## config.mk

```make
export PLATFORM = sky130hd
export DESIGN_NAME = router_reg_flat
export DESIGN_NICKNAME = d
export VERILOG_FILES = /design/src/rtl/router_reg_if.sv /design/src/rtl/router_reg.sv /design/src/flat_wrapper.sv
export SDC_FILE = /design/constraint.sdc
export NUM_CORES = 1
export LEC_CHECK = 0
export ABC_AREA = 1
export CORE_UTILIZATION = 55
export DETAILED_ROUTE_END_ITERATION = 7
export GPL_TIMING_DRIVEN = 0
export PLACE_DENSITY = 0.8
export SYNTH_ARGS = -nofsm -noshare
export SYNTH_HDL_FRONTEND = slang
export SYNTH_SLANG_ARGS = --single-unit
```

## constraint.sdc

```tcl
create_clock -name clk -period 4.71 [get_ports clk]
set_clock_uncertainty 0.05 [all_clocks]
set_input_delay 1.413 -clock clk [delete_from_list [all_inputs] [get_ports clk]]
set_output_delay 1.413 -clock clk [all_outputs]
set_load 0.01 [all_outputs]
```

## src/rtl/router_reg_if.sv

```systemverilog
// Bus between the router FSM/source side and the router_reg datapath stage.
// With ROUTER_REG_ERR_COUNT_EN defined the bus also carries the saturating err_cnt.
interface router_reg_if #(
  parameter int DATA_WIDTH = 8
);
  logic                  pkt_valid;
  logic [DATA_WIDTH-1:0] data_in;
  logic                  fifo_full;
  logic                  detect_addr;
  logic                  lfd_state;
  logic                  ld_state;
  logic                  laf_state;
  logic                  full_state;
  logic                  rst_int_reg;
  logic [DATA_WIDTH-1:0] dout;
  logic                  parity_done;
  logic                  low_packet_valid;
  logic                  err;
`ifdef ROUTER_REG_ERR_COUNT_EN
  logic [7:0]            err_cnt;
`endif

  // Strobes are level signals sampled on every rising clk edge; no valid/ready
  // handshake exists here, the FSM strobes fully qualify each cycle's action.
  modport master (
    output pkt_valid, data_in, fifo_full, detect_addr, lfd_state, ld_state,
           laf_state, full_state, rst_int_reg,
`ifdef ROUTER_REG_ERR_COUNT_EN
    input  err_cnt,
`endif
    input  dout, parity_done, low_packet_valid, err
  );

  modport slave (
    input  pkt_valid, data_in, fifo_full, detect_addr, lfd_state, ld_state,
           laf_state, full_state, rst_int_reg,
`ifdef ROUTER_REG_ERR_COUNT_EN
    output err_cnt,
`endif
    output dout, parity_done, low_packet_valid, err
  );
endinterface

```

## src/rtl/router_reg.sv

```systemverilog
// Router datapath register stage: header/hold capture, FIFO write byte, running parity.
// Optional ROUTER_REG_ERR_COUNT_EN adds a saturating 8-bit count of err rising edges.
module router_reg #(
  parameter int DATA_WIDTH = 8
) (
  input  logic       clk,
  input  logic       rst,
  router_reg_if.slave bus
);
  logic [DATA_WIDTH-1:0] r_header_byte;
  logic [DATA_WIDTH-1:0] r_hold_byte;
  logic [DATA_WIDTH-1:0] r_int_parity;
  logic [DATA_WIDTH-1:0] r_pkt_parity;
  logic [DATA_WIDTH-1:0] r_dout;
  logic                  r_parity_done;
  logic                  r_low_packet_valid;
  logic                  r_err;
  logic                  w_err_next;
  logic                  w_hdr_load;

  assign w_hdr_load = bus.detect_addr && bus.pkt_valid && (bus.data_in[1:0] != 2'b11);

  always_ff @(posedge clk or posedge rst) begin
    if (rst) begin
      r_header_byte <= '0;
      r_hold_byte   <= '0;
      r_dout        <= '0;
    end else begin
      if (w_hdr_load) r_header_byte <= bus.data_in;
      if (bus.lfd_state)                        r_dout      <= r_header_byte;
      else if (bus.ld_state && !bus.fifo_full)  r_dout      <= bus.data_in;
      else if (bus.ld_state && bus.fifo_full)   r_hold_byte <= bus.data_in;
      else if (bus.laf_state)                   r_dout      <= r_hold_byte;
    end
  end

  // The parity byte arrives with pkt_valid low, so it is never folded in.
  always_ff @(posedge clk or posedge rst) begin
    if (rst) begin
      r_int_parity <= '0;
      r_pkt_parity <= '0;
    end else begin
      if (bus.detect_addr)
        r_int_parity <= '0;
      else if (bus.lfd_state)
        r_int_parity <= r_int_parity ^ r_header_byte;
      else if (bus.ld_state && bus.pkt_valid && !bus.full_state)
        r_int_parity <= r_int_parity ^ bus.data_in;

      if (bus.detect_addr)
        r_pkt_parity <= '0;
      else if (bus.ld_state && !bus.pkt_valid)
        r_pkt_parity <= bus.data_in;
    end
  end

  always_ff @(posedge clk or posedge rst) begin
    if (rst) begin
      r_parity_done      <= 1'b0;
      r_low_packet_valid <= 1'b0;
    end else begin
      if (bus.detect_addr)
        r_parity_done <= 1'b0;
      else if ((bus.ld_state && !bus.fifo_full && !bus.pkt_valid) ||
               (bus.laf_state && r_low_packet_valid && !r_parity_done))
        r_parity_done <= 1'b1;

      if (bus.rst_int_reg)
        r_low_packet_valid <= 1'b0;
      else if (bus.ld_state && !bus.pkt_valid)
        r_low_packet_valid <= 1'b1;
    end
  end

  always_comb begin
    w_err_next = r_err;
    if (bus.detect_addr)
      w_err_next = 1'b0;
    else if (r_parity_done && bus.rst_int_reg)
      w_err_next = (r_int_parity != r_pkt_parity);
  end

  always_ff @(posedge clk or posedge rst) begin
    if (rst) r_err <= 1'b0;
    else     r_err <= w_err_next;
  end

`ifdef ROUTER_REG_ERR_COUNT_EN
  logic [7:0] r_err_cnt;

  // Counted on the same edge that err goes 0->1.
  always_ff @(posedge clk or posedge rst) begin
    if (rst)
      r_err_cnt <= 8'h00;
    else if (w_err_next && !r_err && (r_err_cnt != 8'hFF))
      r_err_cnt <= r_err_cnt + 8'd1;
  end

  assign bus.err_cnt = r_err_cnt;
`endif

  assign bus.dout             = r_dout;
  assign bus.parity_done      = r_parity_done;
  assign bus.low_packet_valid = r_low_packet_valid;
  assign bus.err              = r_err;
endmodule

```

## src/flat_wrapper.sv

```systemverilog
// flat-port wrapper written by rule: the top's interface ports become plain ports
module router_reg_flat 
#(
  parameter int DATA_WIDTH = 8
)
  (clk, rst, bus_pkt_valid, bus_data_in, bus_fifo_full, bus_detect_addr, bus_lfd_state, bus_ld_state, bus_laf_state, bus_full_state, bus_rst_int_reg, bus_dout, bus_parity_done, bus_low_packet_valid, bus_err);
  router_reg_if #(.DATA_WIDTH(DATA_WIDTH)) bus_i ();
  input  logic clk;
  input  logic rst;
  input wire logic [$bits(bus_i.pkt_valid)-1:0] bus_pkt_valid;
  input wire logic [$bits(bus_i.data_in)-1:0] bus_data_in;
  input wire logic [$bits(bus_i.fifo_full)-1:0] bus_fifo_full;
  input wire logic [$bits(bus_i.detect_addr)-1:0] bus_detect_addr;
  input wire logic [$bits(bus_i.lfd_state)-1:0] bus_lfd_state;
  input wire logic [$bits(bus_i.ld_state)-1:0] bus_ld_state;
  input wire logic [$bits(bus_i.laf_state)-1:0] bus_laf_state;
  input wire logic [$bits(bus_i.full_state)-1:0] bus_full_state;
  input wire logic [$bits(bus_i.rst_int_reg)-1:0] bus_rst_int_reg;
  output wire logic [$bits(bus_i.dout)-1:0] bus_dout;
  output wire logic [$bits(bus_i.parity_done)-1:0] bus_parity_done;
  output wire logic [$bits(bus_i.low_packet_valid)-1:0] bus_low_packet_valid;
  output wire logic [$bits(bus_i.err)-1:0] bus_err;
  assign bus_i.pkt_valid = bus_pkt_valid;
  assign bus_i.data_in = bus_data_in;
  assign bus_i.fifo_full = bus_fifo_full;
  assign bus_i.detect_addr = bus_detect_addr;
  assign bus_i.lfd_state = bus_lfd_state;
  assign bus_i.ld_state = bus_ld_state;
  assign bus_i.laf_state = bus_laf_state;
  assign bus_i.full_state = bus_full_state;
  assign bus_i.rst_int_reg = bus_rst_int_reg;
  assign bus_dout = bus_i.dout;
  assign bus_parity_done = bus_i.parity_done;
  assign bus_low_packet_valid = bus_i.low_packet_valid;
  assign bus_err = bus_i.err;
  router_reg #(.DATA_WIDTH(DATA_WIDTH)) u_core (.clk(clk), .rst(rst), .bus(bus_i));
endmodule
```

# Word level (Yosys, flattened, before mapping)
# Cells that the tools add are included.
# totals
memories,0
regBits,43
ram_bits,0
mem_bits_ro,0
latchBits,0
output_inout_bits,11
# op_classes
n_bitwise,4
n_addsub,0
shifts,0
n_mux,15
n_div,0
n_eq_ne,3
order_cmp,0
reduce_logical,24
mul,0
# op_table
operator,n
$mux 8,9
$xor 8x8->8,2
$logic_and 1x1->1,11
$ne 8x8->1,1
$reduce_bool 2->1,4
$mux 1,6
$reduce_bool 3->1,2
$logic_not 1->1,4
$ne 3x3->1 const B,1
$reduce_and 3->1,1
$ne 2x2->1 const B,1
$not 1->1,2
$reduce_and 2->1,1
$logic_or 1x1->1,1

# Longest topological paths before layout
# Gate-level depths: netlist of the first run.
# depth
depth_word,6
ltp_mapped,9

# Least setup slack after synthesis of the first run
# OpenSTA, ideal clock, no wires.
# synth_path
kind,in2reg
startpoint,in bus_data_in[0]
endpoint,reg u_core.r_header_byte[1]
setup_ns,0.128
arrival_time_ns,2.105
required_ns,4.532
path_buffers,1
setup_slack_ns,2.427
stages,4
cell_sequence,inv_1 o211ai_1 buf_4 o21ai_0
# synth_between
elab_chain_len,2
# synth_rtl
element,line_no,source
"start, declared",flat_wrapper.sv:11,input wire logic [$bits(bus_i.data_in)-1:0] bus_data_in;
$ne 2x2->1,router_reg.sv:21,assign w_hdr_load = bus.detect_addr && bus.pkt_valid && (bus.data_in[1:0] != 2'b11);
$logic_and 1x1->1,router_reg.sv:21,
"end signal, assigned",router_reg.sv:29,if (w_hdr_load) r_header_byte <= bus.data_in;
"end, declared",router_reg.sv:10,logic [DATA_WIDTH-1:0] r_header_byte;
# No other way between the ends.
# A chain may end at the register's enable or synchronous reset.

# Worst setup path in the final report of the first run
# layout_path
startpoint,in bus_data_in[1]
endpoint,reg u_core.r_header_byte[6]
# Same word-level chain as after synthesis.

==> results.md, run 1 <==
- Status: finished, final reports clean
- #FFs+latches synth: 43
- CTS H-tree lvls: 2
- Final Non-Filler Cells: 347
- All-layer global routing usage: 26.4%
- Clk slew on worst S/H paths: 0.08 ns
- Worst-Margin Slew: 0.887 ns
- Slew Limit Fails: 0
- Final worst setup slack: 1.97 ns
- Detailed Place HPWL: 3.34 mm
- Post-Synthesis Cell Area: 0.00207 sq mm
- Top_reg_cell synth: dfrtp_1
- Final Cycle Share: 58.3%
- Fmax: 364 MHz
- FP Rows: 21
- Post-synthesis async set-or-reset flop share: 100%
- Max Cap Viol: 0
- Ports: 29
- Yosys warns: 0
- Area grow syn2layout: 20.7%
- Drt pass-1 iters: 5
- Vias in the first global route: 1726
- Fin crit period: 2.74 ns
- Core Area: 0.00347 sq mm
- Setup bufs post-CTS: 0
- DRT iter0 DRCs: 121
- Sequential fraction of the synthesis area: 52.0%
- Worst EP required: 4.83 ns
- Largest net degree at the start of global routing: 44
- Die height: 63.3 microns
- Fin Setup TNS: 0 ns
- Avg Synthesized Cell Area: 7.78 sq um
- Hold WC Path Type: flip-flop to flip-flop
- Via density per instance: 5.36
- ANT nets after route: 0
- Slew Limit Headroom: 40.8%
- Layout cells sized above 1: 6.98%
- Die Span X: 63.3 microns
- Initial Util: 59.6%
- Worst setup SP type: input pin
- Critical path peak fanout: 10
- CTS max path bufs: 2
- Vias: 1860
- DRC errors left: 0
- Setup crit end kind: flip-flop
- Final hold slack: 0.432 ns
- Remaining Overflow, GRT: 0
- Slowest cell on crit path: o211ai_1
- Initial antenna violation count: 0
- Avg WL per Cell: 13.5 microns
- R2r setup slk: 3.68 ns
- DP Worst Slack: 1.66 ns
- First-pass GRT wire length: 7.96 mm
- Yosys cell types: 18
- Placed cell count: 339
- Syn nets: 284
- Fill cell count: 306
- Hold Buf Count CTS: 0
- Cell Pwr Density: 352 mW/mm^2
- CTS tree: built
- Synthesized instance count: 266
- Gates resized, CTS repair: 0
- Post-layout util: 72.0%
- Critical-path cell list: clkdlybuf4s50_1 > inv_1 > o211ai_1 > buf_4 > o21ai_0
- Final estimated routing congestion in global placement: 0.852
- Layout Nets: 318
- CTS buffer count: 5
- Ant. Diodes: 0
- Skew-Pair Late Insertion Delay: 0.30 ns
- Final wirelength: 4.69 mm
- Clock Sinks: 43
- EDFF count, synth: 0
- Final hold violation count: 0
- Maximum resistive drop on vdd: 0.214 mV
- Clock root buffer: clkbuf_8
- Port bufs: 27
- Die area: 0.00401 sq mm
- Setup-failing EPs final: 0
- CP Data Arrival Time: 2.87 ns
- Pleak: 0.00124 uW
- CP peak stage delay: 0.52 ns
- Kind of critical path: input pin to flip-flop
- RSZ-0062 raised after global routing: no
-- through the flow --
step	total power (uW)	instance area, sq um
global route	926	2500
floorplan	552	2070
finish	879	2500
global placement	619	2400
CTS	881	2500
detailed placement	625	2400
-- layer usage --
| layer | track usage [%] | share of wire [%] | up-vias |
|---|---|---|---|
| li1 | - | - | 917 |
| met1 | 35.6 | 46 | 868 |
| met2 | 38.4 | 45 | 63 |
| met3 | 7.25 | 6.1 | 12 |
| met4 | 13.9 | 2.7 | 0 |
| met5 | 0 | 0 | - |
-- cell type report --
cell class | count | area (sq um) | area share, %
multi-input cells | 185 | 823 | 33.0
plain buffers | 7 | 52.6 | 2.11
clock buffers | 8 | 100 | 4.01
flip-flops and latches | 43 | 1080 | 43.1
repair buffers | 27 | 270 | 10.8
well taps | 46 | 57.6 | 2.31
inverters | 31 | 116 | 4.66
-- worst max-delay path: cells and delay by family --
family | cells | cell delay (ns)
compound gates | 2 | 0.62
buf+inv | 3 | 0.83
-- state kept, by name, summed over array words and instances (netlist names) --
register	flops
u_core.bus.dout	8
u_core.bus.low_packet_valid	1
u_core.r_header_byte	8
u_core.r_pkt_parity	8
u_core.bus.parity_done	1
u_core.r_int_parity	8
u_core.r_hold_byte	8
u_core.bus.err	1
-- report_power, final --
part	switching [uW]	internal (uW)	total [uW]
logic	97.7	79.9	178
clock network	126	134	260
registers	27.2	414	441
-- cells by family after synthesis --
group           Yosys count  share of synthesized area [%]
simple gates            132                           25.9
compound gates           50                           12.6
xor+xnor                  3                           1.27
flops                    43                           52.0
buf+inv                  38                           8.17
-- final timing paths --
kind	startpoint	endpoint	cells past startpoint
max in group asynchronous	rst	u_core.r_pkt_parity[1]	2
min in group asynchronous	rst	u_core.bus.err	2
hold reg to reg	u_core.bus.dout[2]	u_core.bus.dout[2]	2
setup reg to reg	u_core.bus.parity_done	u_core.bus.err	7
hold / removal	u_core.bus.dout[2]	u_core.bus.dout[2]	2
setup / recovery	bus_data_in[1]	u_core.r_header_byte[6]	5
-- Yosys cell counts, types with 2 or more instances --
| library cell | instances | area [sq um] |
|---|---|---|
| buf_6 | 2 | 22.5 |
| a21oi_1 | 12 | 60.1 |
| xnor2_1 | 3 | 26.3 |
| nor2_1 | 16 | 60.1 |
| o21ai_0 | 31 | 155 |
| inv_1 | 28 | 105 |
| nand2_1 | 90 | 338 |
| buf_2 | 3 | 15.0 |
| buf_4 | 2 | 15.0 |
| dfrtp_1 | 43 | 1080 |
| nand3_1 | 24 | 120 |
| inv_2 | 3 | 11.3 |
| o22ai_1 | 4 | 25.0 |
-- cell usage in the layout, fill, tap and decap left out, drive strengths merged --
master	netlist	layout
dfrtp	43	43
o22ai	4	4
buf	7	7
nand3	24	24
clkbuf	0	8
inv	31	31
o211ai	1	1
a21oi	12	12
clkdlybuf4s50	0	27
nor2	17	17
nand2	91	91
xnor2	3	3
o21ai	33	33
Note: power is estimated with default switching activity, not from simulation.
==> run 2, diff against run 1 <==
Settings changed: CORE_UTILIZATION 55 to 54, PLACE_DENSITY 0.8 to 0.79.
Clock period 4.71 ns to 2.7 ns, I/O delays scaled along.
==> run 2 against run 1 <==
Against the previous run:
- utilization is 3.7 points lower
- first-iteration DRC count rose by 16%
- hold slack about the same
- clock power increased by 72%
- sequential share of layout area about the same
- register-to-register slack lost 2.0 ns
- count of clock-buffer cells in the layout stayed put
- critical path type is now flip-flop to output port
- largest power group unchanged
==> results.md, run 2 (same netlist as run 1, synthesis figures left out) <==
- FP Rows: 22 (+4.8%)
- Worst hold start: u_core.bus.dout[6]
- Ant. Diodes: 0 (unchanged)
- Most frequent cells in the layout: nand2_1 (90), dfrtp_1 (43), o21ai_0 (31)
- Critical path peak fanout: 3 (-7)
- Vias: 1811 (-2.6%)
- Initial Util: 56.5% (-3.1 points)
- Ports: 29 (unchanged)
- Via density per instance: 5.19 (-3.2%)
- Detailed Place HPWL: 3.30 mm (-1.2%)
- CP peak stage delay: 0.55 ns (+0.03 ns)
- Net Sw Frac: 28.2% (-0.37 points)
- Fmax: 474 MHz
- Buf+Inv Stages, Crit Path: 1 (-2)
- Initial antenna violation count: 0 (unchanged)
- Avg WL per Cell: 13.1 microns (-3.3%)
- CP Data Arrival Time: 1.25 ns (-1.62 ns)
- CTS tree: built
- Area grow syn2layout: 20.8%
- Clock Sinks: 43 (unchanged)
- Fin crit period: 2.11 ns
- Slew Limit Headroom: 42.0% (+1.2 points)
- Final wirelength: 4.56 mm (-2.7%)
- Worst setup SP type: flip-flop
- Worst-Margin Slew: 0.869 ns (-0.0183 ns)
- Layout cells sized above 1: 6.98% (unchanged)
- Flop pwr share: 50.5% (+0.3 points)
- CTS max path bufs: 2 (unchanged)
- Critical R2R Launch: u_core.r_header_byte[3]
- Core Area: 0.00366 sq mm (+5.6%)
- Port bufs: 27 (unchanged)
- RSZ-0062 raised after global routing: no
- First-pass GRT wire length: 7.92 mm (-0.51%)
- Cell Pwr Density: 610 mW/mm^2 (+73%)
- Drt pass-1 iters: 4 (-1)
- Hold path depth: 2 (unchanged)
- Maximum resistive drop on vdd: 0.436 mV (+100%)
- Vias in the first global route: 1776 (+2.9%)
- Layout Nets: 318 (unchanged)
- Clk pwr share: 29.3% (-0.3 points)
- Placed cell count: 341 (+0.59%)
- Power share of the combinational group: 20.1% (about the same)
- DRT iter0 DRCs: 140 (+16%)
- Gates resized, CTS repair: 0 (unchanged)
- DRC errors left: 0 (unchanged)
- R2R cell count: 4 (-3)
- Hold worst-path end: u_core.bus.dout[6]
- R2r endpoint: u_core.r_int_parity[3]
- CP top delay family: buffers and inverters
- Area of the multi-input gates: 823 sq um (unchanged)
- Remaining Overflow, GRT: 0 (unchanged)
- All-layer global routing usage: 25.9% (-0.47 points)
- Die Span X: 63.9 microns (+0.89%)
- Hold WC Path Type: flip-flop to flip-flop
- Die height: 63.9 microns (+0.89%)
- Kind of critical path: flip-flop to output port
- Largest net degree at the start of global routing: 44 (unchanged)
- Post-layout util: 68.3% (-3.7 points)
- Setup crit end kind: output port
- Skew-Pair Late Insertion Delay: 0.30 ns (about the same)
- R2r setup slk: 1.64 ns (-2.04 ns)
- Register area: 0.00108 sq mm (unchanged)
- Die area: 0.00408 sq mm (+1.8%)
- Tot Pwr: 1520 uW (+74%)
- Final hold violation count: 0 (unchanged)
- Clock root buffer: clkbuf_8
- CTS H-tree lvls: 2 (unchanged)
- Critical-path cell list: clkdlybuf4s50_1
- Setup-failing EPs final: 0 (unchanged)
- Most common cell after layout, fill and taps aside: nand2_1
- Fill cell count: 314 (+2.6%)
- Slowest cell on crit path: clkdlybuf4s50_1
- Final Cycle Share: 78.1%
- P_sw: 430 uW (+71%)
- CTS buffer count: 5 (unchanged)
- Internal power: 1100 uW (+74%)
- Max Cap Viol: 0 (unchanged)
- Pleak: 0.00124 uW (unchanged)
- ANT nets after route: 0 (unchanged)
- Final Non-Filler Cells: 349 (+0.58%)
- Final estimated routing congestion in global placement: 0.853 (about the same)
- Fin area: 0.00250 sq mm (+0.10%)
- Slew Limit Fails: 0 (unchanged)
- Worst EP required: 1.84 ns (-2.99 ns)
- Hold Buf Count CTS: 0 (unchanged)
- Clk slew on worst S/H paths: 0.08 ns (about the same)
- Status: finished, final reports clean
- Placed Instance Area: 0.00240 sq mm (+0.10%)
- Setup bufs post-CTS: 0 (unchanged)
==> run 2: cell counts in the layout (fill, tap and decap cells not counted) <==
Identical to the previous run, type by type.
==> run 2: worst max-delay path by stage <==
stage / slack, ns / from / to / depth (start not counted)
floorplan: 0.84 / rst / u_core.bus.dout[0] / 1
global placement: -0.02 / rst / u_core.r_int_parity[0] / 2
detailed placement: 0.28 / bus_data_in[1] / u_core.r_header_byte[3] / 5
CTS: 0.59 / u_core.bus.low_packet_valid / bus_low_packet_valid / 1
global route: 0.49 / bus_data_in[1] / u_core.r_header_byte[4] / 6
finish: 0.59 / u_core.bus.low_packet_valid / bus_low_packet_valid / 1
==> run 2: power by group through the flow <==
stage          Clock, uW  Sequential [uW]  Combinational (uW)
3_3_place_gp           0              779                 300
3_5_place_dp           0              783                 307
6_report             447              771                 307
5_1_grt              485              781                 350
4_1_cts              450              770                 308
2_1_floorplan          0              785                 177
==> run 2: per-layer routing <==
layer,track usage [%],part of all wire (%)
met1,33.7,45
met2,41.6,47
met5,0,0
met3,4.11,5.1
met4,13.4,2.4
==> run 2: cell type report <==
class / count / area share [%]
buffer: 7 / 2.10
clock buffer: 8 / 4.01
inverter: 31 / 4.66
multi-input combinational: 185 / 32.9
sequential: 43 / 43.1
tap: 48 / 2.40
timing repair buffer: 27 / 10.8
==> run 2: metrics by stage <==
stage / worst slack (ns) / setup TNS [ns] / hold slack [ns]
final: 0.590 / 0 / 0.432
after floorplan: 0.837 / 0 / 0.403
after detailed placement: 0.285 / 0 / 0.418
after CTS: 0.585 / 0 / 0.438
after global placement: -0.0164 / -0.619 / 0.413
after global routing: 0.494 / 0 / 0.461
==> run 3, diff against run 2 <==
Settings changed: CORE_UTILIZATION 54 to 48, PLACE_DENSITY 0.79 to 0.74.
Clock period 2.7 ns to 1.7 ns, I/O delays scaled along.
==> run 3 against run 2 <==
Against the previous run:
- utilization decreased by 6.3 points
- sequential power increased by 58%
- sequential cell count unchanged
- routed wire length increased by 0.92%
- setup slack got worse by 0.51 ns
- clock power increased by 47%
- hold slack got worse by 0.0082 ns
- register-to-register slack got worse by 0.97 ns
- final cell count increased by 1.4%
- critical endpoint is now u_core.r_hold_byte[0]
- sequential share of layout area decreased by 0.28 points
- critical path type is now input pin to flip-flop
- combinational power increased by 53%
- design area increased by 0.65%
==> results.md, run 3 (same netlist as run 1, synthesis figures left out) <==
- Core Area: 0.00406 sq mm (+11%)
- CTS buffer count: 5 (unchanged)
- Hold WC Path Type: flip-flop to flip-flop
- R2r setup slk: 0.67 ns (-0.97 ns)
- Die area: 0.00458 sq mm (+12%)
- Die Span X: 67.6 microns (+5.9%)
- Clock Sinks: 43 (unchanged)
- Detailed Place HPWL: 3.34 mm (+1.3%)
- Placed Instance Area: 0.00240 sq mm (+0.10%)
- R2r endpoint: u_core.bus.err
- Hold path depth: 2 (unchanged)
- Worst setup SP type: input pin
- CTS tree: built
- Clk slew on worst S/H paths: 0.08 ns (about the same)
- Final estimated routing congestion in global placement: 0.843 (-1.1%)
- GR Util met1: 33.0% (-0.68 points)
- CP Data Arrival Time: 1.74 ns (+0.49 ns)
- DP Worst Slack: -0.444 ns (-0.729 ns)
- Slew Limit Headroom: 41.2% (-0.79 points)
- R2R cell count: 7 (+3)
- Kind of critical path: input pin to flip-flop
- Most common cell after layout, fill and taps aside: nand2_1
- Final worst setup slack: 0.0832 ns (-0.507 ns)
- FP Rows: 23 (+4.5%)
- Setup crit end kind: flip-flop
- Hold worst-path end: u_core.bus.dout[6]
- GR Layer Usage met2: 37.9% (-3.8 points)
- Final Cycle Share: 95.1%
- Met3 usage: 5.57% (+1.5 points)
- Setup-failing EPs final: 0 (unchanged)
- Layout Nets: 322 (+1.3%)
- First-pass GRT wire length: 7.86 mm (-0.78%)
- Max Cap Viol: 0 (unchanged)
- CTS max path bufs: 2 (unchanged)
- Critical R2R Launch: u_core.r_int_parity[6]
- Final hold slack: 0.424 ns (-0.00821 ns)
- DRT iter0 DRCs: 142 (+1.4%)
- Cell Pwr Density: 932 mW/mm^2 (+53%)
- Fill cell count: 357 (+14%)
- Fin Setup TNS: 0 ns (unchanged)
- Final hold violation count: 0 (unchanged)
- Ports: 29 (unchanged)
- Vias in the first global route: 1661 (-6.5%)
- Pleak: 0.00129 uW (+3.4%)
- Fmax: 619 MHz
- Fin crit period: 1.62 ns
- Ant. Diodes: 0 (unchanged)
- Port bufs: 27 (unchanged)
- All-layer global routing usage: 24.1% (-1.8 points)
- Largest net degree at the start of global routing: 44 (unchanged)
- Fin area: 0.00251 sq mm (+0.65%)
- Hold Buf Count CTS: 0 (unchanged)
- Layout cells sized above 1: 8.55% (+1.6 points)
- Die height: 67.6 microns (+5.9%)
- Critical path peak fanout: 10 (+7)
- ANT nets after route: 0 (unchanged)
- Worst-Margin Slew: 0.880 ns (+0.0119 ns)
- Via density per instance: 5.07 (-2.2%)
- Skew-Pair Late Insertion Delay: 0.29 ns (about the same)
- Slew Limit Fails: 0 (unchanged)
- Status: finished, final reports clean
- Avg WL per Cell: 13.0 microns (-0.50%)
- Remaining Overflow, GRT: 0 (unchanged)
- Initial Util: 51.0% (-5.5 points)
- Vias: 1796 (-0.83%)
- Clock root buffer: clkbuf_8
- Most frequent cells in the layout: nand2_1 (90), dfrtp_1 (43), o21ai_0 (31)
- Initial antenna violation count: 0 (unchanged)
- DRC errors left: 0 (unchanged)
- Worst EP required: 1.82 ns (-0.02 ns)
- Maximum resistive drop on vdd: 0.535 mV (+23%)
- Final wirelength: 4.60 mm (+0.92%)
- Worst hold start: u_core.bus.dout[6]
- Area grow syn2layout: 21.6%
- Most crowded layer after global routing: met2
- CTS H-tree lvls: 2 (unchanged)
- Drt pass-1 iters: 5 (+1)
==> run 3: cell count changes in the layout (fill, tap and decap cells not counted), sizes merged <==
cell / before / now
buf: 7 / 11
clkbuf: 8 / 6
clkdlybuf4s50: 27 / 15
clkinv: 0 / 1
clkinvlp: 0 / 1
dlygate4sd2: 0 / 12
inv: 31 / 30
==> run 3: timing repair <==
item                                    4_1_cts  5_1_grt
buffers inserted                              3        1
resized for setup                            13        1
endpoints found under the setup margin       36        8
pin swaps                                     2        1
==> run 3: critical path, cell delays in order <==
cell             delay, ns
clkdlybuf4s50_1       0.53
nand3_1               0.28
buf_2                 0.28
nand2_1               0.07
o21ai_0               0.07
==> run 3: power by group <==
| part | switching (uW) | internal (uW) | leakage (uW) |
|---|---|---|---|
| sequential | 70.7 | 1150 | 0.000553 |
| clock | 337 | 319 | 0.0000470 |
| combinational | 269 | 201 | 0.000686 |
| total | 677 | 1670 | 0.00129 |
==> run 3: final cells by class <==
cell class | instances | area (sq um) | share of cell area (%)
flip-flops and latches | 43 | 1080 | 42.8
multi-input cells | 185 | 831 | 33.0
clock inverters | 1 | 5.00 | 0.199
inverters | 31 | 120 | 4.78
plain buffers | 7 | 52.6 | 2.09
clock buffers | 6 | 82.6 | 3.28
repair buffers | 31 | 285 | 11.3
well taps | 50 | 62.6 | 2.49
==> run 3: worst max path at each step <==
stage,startpoint,end,slack (ns),cells after the start
2_1_floorplan,rst,u_core.bus.dout[0],0.14,1
3_3_place_gp,rst,u_core.r_hold_byte[3],-0.75,2
3_5_place_dp,bus_ld_state,u_core.r_int_parity[0],-0.44,7
4_1_cts,bus_fifo_full,u_core.bus.dout[2],0.04,7
5_1_grt,bus_fifo_full,u_core.bus.dout[7],-0.0007,7
6_report,bus_fifo_full,u_core.r_hold_byte[0],0.08,5
==> run 3: per-stage QoR <==
step / total power, uW / util [%] / instances
after global routing: 2490 / 62.0 / 354
after detailed placement: 1730 / 59.2 / 343
after floorplan: 1530 / - / 266
after global placement: 1710 / 59.2 / 343
after CTS: 2350 / 61.7 / 353
final: 2340 / 62.0 / 354
==> run 3: layer usage <==
| metal | part of all wire, % | routed length [microns] |
|---|---|---|
| met3 | 3.0 | 139 |
| met1 | 49 | 2240 |
| met4 | 0.63 | 29 |
| met2 | 48 | 2200 |
| met5 | 0 | 0 |
